**src/rtl/store_write_buffer.sv**
```systemverilog
// Posted-store write buffer: in-order FIFO of word stores that merges consecutive
// stores to the same word, drains over mem_req/mem_ack and flags load hazards.
module store_write_buffer #(
    parameter  int DEPTH = 4,
    parameter  int AW    = 30,
    localparam int CW    = $clog2(DEPTH) + 1
) (
    input  logic          clk,
    input  logic          rst,
    // Store side. st_ready never depends on st_valid; a store is taken on any
    // edge where st_valid & st_ready are both high.
    input  logic          st_valid,
    output logic          st_ready,
    input  logic [AW-1:0] st_waddr,
    input  logic [31:0]   st_data,
    input  logic [3:0]    st_bwe,
    input  logic          ld_check,
    input  logic [AW-1:0] ld_waddr,
    output logic          ld_hazard,
    // Memory side. mem_req holds the head entry stable until an edge with mem_ack.
    output logic          mem_req,
    output logic [AW-1:0] mem_waddr,
    output logic [31:0]   mem_wdata,
    output logic [3:0]    mem_bwe,
    input  logic          mem_ack,
    output logic [CW-1:0] count,
    output logic          drained,
    output logic          state_dbg
);

    localparam int PW = $clog2(DEPTH);

    typedef enum logic {
        S_IDLE  = 1'b0,
        S_ISSUE = 1'b1
    } state_t;

    state_t        r_state;
    logic [PW-1:0] r_head;
    logic [PW-1:0] r_tail;
    logic [CW-1:0] r_count;
    logic [AW-1:0] r_waddr [DEPTH];
    logic [31:0]   r_data  [DEPTH];
    logic [3:0]    r_bwe   [DEPTH];

    logic [PW-1:0] w_newest;
    logic          w_issue;
    logic          w_full;
    logic          w_coalesce;
    logic          w_accept;
    logic          w_push;
    logic          w_merge;
    logic          w_pop;
    logic [CW-1:0] w_count_nxt;
    logic [31:0]   w_merge_data;
    logic [PW-1:0] w_off [DEPTH];
    logic          w_hazard;

    assign w_newest = r_tail - PW'(1);
    assign w_issue  = (r_state == S_ISSUE);
    assign w_full   = (r_count == CW'(DEPTH));

    // The head being presented to memory must stay stable, so it is never a merge target.
    assign w_coalesce = (r_count != '0) && (r_waddr[w_newest] == st_waddr) &&
                        !((w_newest == r_head) && w_issue);

    assign st_ready    = !w_full || w_coalesce;
    assign w_accept    = st_valid && st_ready && (st_bwe != 4'b0000);
    assign w_merge     = w_accept && w_coalesce;
    assign w_push      = w_accept && !w_coalesce;
    assign w_pop       = w_issue && mem_ack;
    assign w_count_nxt = r_count + {{(CW-1){1'b0}}, w_push} - {{(CW-1){1'b0}}, w_pop};

    always_comb begin
        w_merge_data = r_data[w_newest];
        for (int i = 0; i < 4; i++) begin
            if (st_bwe[i]) begin
                w_merge_data[8*i +: 8] = st_data[8*i +: 8];
            end
        end
    end

    // An entry is live when its distance from the head is below the count.
    always_comb begin
        w_hazard = 1'b0;
        for (int i = 0; i < DEPTH; i++) begin
            w_off[i] = PW'(i) - r_head;
            if (({1'b0, w_off[i]} < r_count) && (r_waddr[i] == ld_waddr)) begin
                w_hazard = 1'b1;
            end
        end
    end

    always_ff @(posedge clk) begin
        if (w_push) begin
            r_waddr[r_tail] <= st_waddr;
            r_data[r_tail]  <= st_data;
            r_bwe[r_tail]   <= st_bwe;
        end else if (w_merge) begin
            r_data[w_newest] <= w_merge_data;
            r_bwe[w_newest]  <= r_bwe[w_newest] | st_bwe;
        end
    end

    always_ff @(posedge clk) begin
        if (rst) begin
            r_state <= S_IDLE;
            r_head  <= '0;
            r_tail  <= '0;
            r_count <= '0;
        end else begin
            if (w_push) begin
                r_tail <= r_tail + PW'(1);
            end
            if (w_pop) begin
                r_head <= r_head + PW'(1);
            end
            r_count <= w_count_nxt;
            case (r_state)
                S_IDLE: begin
                    if (r_count != '0) begin
                        r_state <= S_ISSUE;
                    end
                end
                S_ISSUE: begin
                    // A push in the ack cycle keeps the drain going without a bubble.
                    if (w_pop && (w_count_nxt == '0)) begin
                        r_state <= S_IDLE;
                    end
                end
                default: r_state <= S_IDLE;
            endcase
        end
    end

    assign mem_req   = w_issue;
    assign mem_waddr = w_issue ? r_waddr[r_head] : '0;
    assign mem_wdata = w_issue ? r_data[r_head]  : '0;
    assign mem_bwe   = w_issue ? r_bwe[r_head]   : '0;
    assign ld_hazard = ld_check && w_hazard;
    assign count     = r_count;
    assign drained   = (r_count == '0) && !w_issue;
    assign state_dbg = w_issue;

endmodule

```
**config.mk**
```make
export PLATFORM = sky130hd
export DESIGN_NAME = store_write_buffer
export DESIGN_NICKNAME = d
export VERILOG_FILES = /design/src/rtl/store_write_buffer.sv
export SDC_FILE = /design/constraint.sdc
export NUM_CORES = 1
export LEC_CHECK = 0
export ABC_AREA = 1
export CORE_ASPECT_RATIO = 0.9
export CORE_MARGIN = 5
export CORE_UTILIZATION = 40
export CTS_CLUSTER_SIZE = 16
export DETAILED_ROUTE_END_ITERATION = 8
export MAX_ROUTING_LAYER = met4
export RECOVER_POWER = 100
export SYNTH_ARGS = -nofsm -noshare
export SYNTH_HDL_FRONTEND = slang
export SYNTH_SLANG_ARGS = --single-unit
```
**constraint.sdc**
```tcl
create_clock -name clk -period 12 [get_ports clk]
set_input_delay 3 -clock clk [delete_from_list [all_inputs] [get_ports clk]]
set_output_delay 3 -clock clk [all_outputs]
set_load 0.005 [all_outputs]
```
==> impl_metrics.env, run 1 <==
export IMPL_ys_seq_area_frac=0.564
export IMPL_path_clk_slew_ps=60
export IMPL_required_ps=9000
export IMPL_clock_sinks=274
export IMPL_nets=1843
export IMPL_grt_total_usage=0.221
export IMPL_yosysUniqueCellTypes=37
export IMPL_drtIter0Drc=1074
export IMPL_drive_gt1_frac=0.0416
export IMPL_synthFlopType="edfxtp_1"
export IMPL_drcViolationCount=0
export IMPL_violations="max-capacitance violations, max-slew violations"
export IMPL_arrival_ps=6820
export IMPL_hold_buffers=0
export IMPL_worst_path_buf_inv=2
export IMPL_ant_nets=0
export IMPL_period_share=0.819
export IMPL_wl_per_cell_um=19.8
export IMPL_cp_slowest_stage_delay_ps=2910
export IMPL_r2r_cells=17
export IMPL_power_density_nw_per_um2=182
export IMPL_synth_cells=1594
export IMPL_dr_pass1_iters=6
export IMPL_port_buffers=174
export IMPL_wl_mm=44.2
export IMPL_hp_start="r_head[0]$_SDFFE_PP0P_"
export IMPL_numCtsBuffers=30
export IMPL_num_rows=66
export IMPL_place_hpwl_mm=28.8
export IMPL_max_slew_worst_pin_slew_ps=4100
export IMPL_gr_total_overflow=0
export IMPL_path_cells="clkbuf_1 > o21ai_0 > a21oi_1 > dlygate4sd3_1"
export IMPL_pwr_share_seq=0.386
export IMPL_critical_path_max_fanout=83
export IMPL_ios=175
export IMPL_yosysTopAreaCellShare=0.550
export IMPL_cts_resized=0
export IMPL_switching_share=0.343
export IMPL_gp_congestion=0.923
export IMPL_holdWs_ps=631
export IMPL_outcome="finished, violations left"
export IMPL_crit_family="buffers and inverters"
export IMPL_synth_area_leaders="edfxtp_1 55%, nand2_1 7.8%, nor2_1 7.7%"
export IMPL_maxCapViolCount=7
export IMPL_fmax_mhz=102
export IMPL_post_drt_via_cell_ratio=5.31
export IMPL_p_sw_w=0.00109
export IMPL_cts_root_buf="clkbuf_16"
export IMPL_hold_class="flop to flop"
export IMPL_cts_setup_buffers=0
export IMPL_p_leak_nw=6.74
export IMPL_grt_pass1_vias=11400
export IMPL_min_period_ps=9820
export IMPL_syn2layout_area_growth_pct=20.8
export IMPL_die_x_um=210
export IMPL_slowest_stage="clkbuf_1"
export IMPL_synth_edf_count=264
export IMPL_clkPwrFrac=0.297
export IMPL_crit_path_end_kind="primary output"
export IMPL_cts_tree="yes"
export IMPL_yosysWarnings=0
export IMPL_async_flop_share=0
export IMPL_clk_path_buf_depth=3
export IMPL_finalSetupViolCount=0
export IMPL_antenna_found_initial=2
export IMPL_reg2reg_slack_ps=5830
export IMPL_vias=11900
export IMPL_vdd_drop_max_uv=139
export IMPL_grt_setup_unrepaired="false"
export IMPL_finalHoldViolations=0
export IMPL_die_area_um2=39900
export IMPL_die_height_um=190
export IMPL_cp_start_kind="flop"
export IMPL_syn_area_um2=14400
export IMPL_relSlewSlack=-1.73
export IMPL_skew_ps=31.0
export IMPL_r2r_end="r_waddr[2][9]$_DFFE_PP_"
export IMPL_setup_tns_ps=0
export IMPL_min_to="r_head[0]$_SDFFE_PP0P_"
export IMPL_syn_num_nets=1706
export IMPL_rr_startpoint="r_tail[0]$_SDFFE_PP0P_"
export IMPL_critical_path_class="flop to primary output"
export IMPL_intPower_w=0.00208
export IMPL_final_common_cell="nand2_1"
export IMPL_avgSynthCellArea_um2=9.04
export IMPL_combPwrFrac=0.317
export IMPL_start_util=0.402
export IMPL_htreeDepth=1
export IMPL_yosys_area_top_type="edfxtp_1"
export IMPL_grt_pass1_wl_mm=66.6
export IMPL_grt_max_degree=91
export IMPL_drv_slew=280
export IMPL_ys_ff_latch=274
export IMPL_final_cell_mix="304 x nand2_1, 295 x nor2_1, 264 x edfxtp_1"
export IMPL_min_path_cells=2
export IMPL_coreArea_um2=35800
export IMPL_clkLatencyLatePin_ps=580
[sequential cells by signal, summed over array words and instances, names as in the netlist, named ones only]
name     cells
r_waddr    120
r_data     128
mem_req      1
r_bwe       16
r_head       2
count        3
r_tail       2
[how the worst max path moves through the flow]
stage / startpoint / to / cells after the start
floorplan: ld_waddr[0] / ld_hazard / 8
global placement: ld_waddr[28] / ld_hazard / 9
detailed placement: ld_waddr[28] / ld_hazard / 9
CTS: ld_waddr[28] / ld_hazard / 9
global route: flop / mem_waddr[28] / 4
finish: flop / mem_waddr[28] / 4
[stage by stage]
step | std cells | cell area (um2) | setup WS [ps] | utilization | total power (W)
after floorplan | 1594 | 14400 | 5050 | - | 0.00182
after global placement | 2175 | 16500 | 3730 | 0.459 | 0.00227
after detailed placement | 2175 | 16500 | 3690 | 0.459 | 0.00228
after CTS | 2230 | 17500 | 3680 | 0.487 | 0.00323
after global routing | 2231 | 17400 | 1800 | 0.485 | 0.00334
final | 2231 | 17400 | 2180 | 0.485 | 0.00317
[routing by layer]
layer  vias to the layer above  part of all wire  wire length, um  GRT usage
met1                      5629              0.44            19400      0.308
met5                         -                 0                0          -
met4                         0             0.025             1110     0.0575
li1                       5680                 -                -          -
met3                        84             0.078             3470     0.0336
met2                       461              0.46            20300      0.343
[cells by family (layout without fill, tap and decap cells)]
family,after synthesis,after routing,share of synthesized area
buffers and inverters,188,348,0.0547
flip-flops,274,274,0.564
AND/OR/NAND/NOR,770,770,0.225
other,0,1,0
adder cells (fa/ha/maj),11,11,0.0101
AO/OA/AOI/OAI,272,272,0.0982
XOR/XNOR,79,79,0.0480
[tightest hold or removal path, delay by kind of cell (launching register included)]
kind                   cells  cell delay [ps]
buffers and inverters      1              150
DFF                        1              350
AOI/OAI and AO/OA          1               80
[layout make-up]
class                      instances  area, um2
fill                            3379      18400
sequential                       274       8130
multi-input combinational       1132       5460
timing repair buffer             186       1810
clock buffer                      39        785
tap                              476        596
inverter                         107        407
clock inverter                    16        209
antenna                            1       2.50
[cells in the mapped netlist (15+ instances only)]
master,n
a21oi_1,107
clkbuf_1,50
edfxtp_1,264
inv_1,102
nand2_1,299
nand3_1,102
nand3b_1,16
nor2_1,295
nor4_1,15
o21ai_0,139
xnor2_1,34
xor2_1,45
[power by group through the flow]
| stage | clock network (W) | registers (W) | logic (W) |
|---|---|---|---|
| after floorplan | 0 | 0.00121 | 0.000603 |
| after global placement | 0 | 0.00124 | 0.00103 |
| after detailed placement | 0 | 0.00124 | 0.00104 |
| after CTS | 0.000954 | 0.00122 | 0.00105 |
| after global routing | 0.000999 | 0.00123 | 0.00111 |
| final | 0.000940 | 0.00122 | 0.00100 |
No activity file was read; power rests on OpenSTA's default activity.
==> run 2: changes to the inputs <==
==> constraint.sdc (replaced) <==
create_clock -name clk -period 9.45 [get_ports clk]
set_input_delay 2.3625 -clock clk [delete_from_list [all_inputs] [get_ports clk]]
set_output_delay 2.3625 -clock clk [all_outputs]
set_load 0.005 [all_outputs]
==> impl_metrics.env, run 2 (synthesis gave the netlist of run 1 again) <==
export IMPL_path_clk_slew_ps=60
export IMPL_top_regs="r_data: 128 flops, r_waddr: 120 flops, r_bwe: 16 flops"
export IMPL_grt_use_met3=0.0376
export IMPL_largest_reg_flops=128
export IMPL_dr_pass1_iters=6
export IMPL_combPwrFrac=0.318
export IMPL_period_share=0.811
export IMPL_finalHoldViolations=0
export IMPL_hold_class="flop to flop"
export IMPL_die_area_um2=39900
export IMPL_arrival_ps=5300
export IMPL_dp_worst_setup_slack_ps=2450
export IMPL_finalSetupViolCount=0
export IMPL_clk_path_buf_depth=3
export IMPL_grt_max_degree=91
export IMPL_hold_buffers=0
export IMPL_critical_path_max_fanout=90
export IMPL_antenna_found_initial=2
export IMPL_numCtsBuffers=29
export IMPL_final_common_cell="nand2_1"
export IMPL_vdd_drop_max_uv=172
export IMPL_cts_tree="yes"
export IMPL_nFillCells=3356
export IMPL_syn2layout_area_growth_pct=20.7
export IMPL_skew_ps=11.6
export IMPL_p_sw_w=0.00138
export IMPL_critical_path_class="flop to primary output"
export IMPL_setup_ws_ps=1780
export IMPL_port_buffers=174
export IMPL_grt_total_usage=0.220
export IMPL_final_cell_mix="304 x nand2_1, 295 x nor2_1, 264 x edfxtp_1"
export IMPL_crit_path_end_kind="primary output"
export IMPL_groute_layer_met2_usage=0.347
export IMPL_wl_mm=44.1
export IMPL_place_area_um2=16500
export IMPL_gp_congestion=0.928
export IMPL_intPower_w=0.00262
export IMPL_cp_start_kind="flop"
export IMPL_p_leak_nw=6.74
export IMPL_die_x_um=210
export IMPL_clkPwrFrac=0.294
export IMPL_fin_area_um2=17400
export IMPL_min_period_ps=7670
export IMPL_vias=11800
export IMPL_clock_sinks=274
export IMPL_pwr_share_seq=0.389
export IMPL_setup_tns_ps=0
export IMPL_ant_nets=0
export IMPL_num_rows=66
export IMPL_post_drt_via_cell_ratio=5.29
export IMPL_cts_root_buf="clkbuf_16"
export IMPL_htreeDepth=1
export IMPL_fmax_mhz=130
export IMPL_grt_use_met1=0.303
export IMPL_grt_pass1_wl_mm=66.3
export IMPL_grt_setup_unrepaired="false"
export IMPL_cts_resized=0
export IMPL_drive_gt1_frac=0.0428
export IMPL_ios=175
export IMPL_coreArea_um2=35800
export IMPL_die_height_um=190
export IMPL_start_util=0.402
export IMPL_wl_per_cell_um=19.8
export IMPL_grt_pass1_vias=11300
export IMPL_nets=1842
export IMPL_switching_share=0.345
export IMPL_max_slew_worst_pin_slew_ps=2470
export IMPL_violations="max-capacitance violations, max-slew violations"
export IMPL_place_hpwl_mm=28.6
export IMPL_regMostFlops="r_data"
export IMPL_drtIter0Drc=1018
export IMPL_drcViolationCount=0
export IMPL_cts_setup_buffers=0
export IMPL_relSlewSlack=-0.646
export IMPL_clkLatencyLatePin_ps=580
export IMPL_drv_slew=151
export IMPL_grt_busiest_layer="met2"
export IMPL_outcome="finished, violations left"
export IMPL_maxCapViolCount=5
export IMPL_required_ps=7090
export IMPL_power_density_nw_per_um2=230
export IMPL_gr_total_overflow=0
[run 2: changes by cell type in the layout (fill, tap and decap cells not counted), sizes merged]
cell | before | now
diode | 1 | 2
inv | 105 | 106
clkbuf | 44 | 43
clkinv | 12 | 10
buf | 7 | 8
bufinv | 5 | 4
[run 2: power by group through the flow]
stage | clock [W] | sequential (W) | combinational, W
after CTS | 0.00120 | 0.00155 | 0.00133
after floorplan | 0 | 0.00154 | 0.000765
final | 0.00117 | 0.00155 | 0.00127
after global placement | 0 | 0.00158 | 0.00131
after detailed placement | 0 | 0.00158 | 0.00132
after global routing | 0.00125 | 0.00157 | 0.00141
[run 2: worst max-delay path, stage by stage (launching register included)]
cell,delay (ps)
dfxtp_1,1580
clkinv_2,1110
buf_4,660
a21oi_1,220
o21ai_0,100
a21oi_1,330
dlygate4sd3_1,630
[run 2: area by class of cell]
cell class / instances / area [um2] / area share
timing repair buffer: 186 / 1820 / 0.104
multi-input combinational: 1132 / 5460 / 0.314
tap: 476 / 596 / 0.0343
inverter: 107 / 407 / 0.0234
clock inverter: 14 / 181 / 0.0104
antenna: 2 / 5.00 / 0.000288
sequential: 274 / 8130 / 0.468
clock buffer: 39 / 793 / 0.0456
[run 2: worst paths after layout]
check	start	to	slack, ps	cells after the start
setup reg to reg	r_tail[0]$_SDFFE_PP0P_	r_waddr[2][1]$_DFFE_PP_	3190	17
hold / removal	r_head[0]$_SDFFE_PP0P_	r_head[0]$_SDFFE_PP0P_	620	2
setup / recovery	flop	mem_waddr[6]	1780	6
hold reg to reg	r_head[0]$_SDFFE_PP0P_	r_head[0]$_SDFFE_PP0P_	620	2
[run 2: stage by stage]
stage	cells	hold WS, ps	util	total power (W)
floorplan	1594	536	-	0.00231
global placement	2175	578	0.459	0.00288
detailed placement	2175	602	0.459	0.00290
CTS	2228	609	0.487	0.00408
global route	2229	641	0.485	0.00422
finish	2230	619	0.485	0.00400
[run 2: layer usage]
layer | vias to the layer above | routed length (um) | part of all wire
li1 | 5677 | - | -
met1 | 5579 | 19400 | 0.44
met2 | 481 | 20300 | 0.46
met3 | 68 | 3560 | 0.081
met4 | 0 | 875 | 0.020
met5 | - | 0 | 0
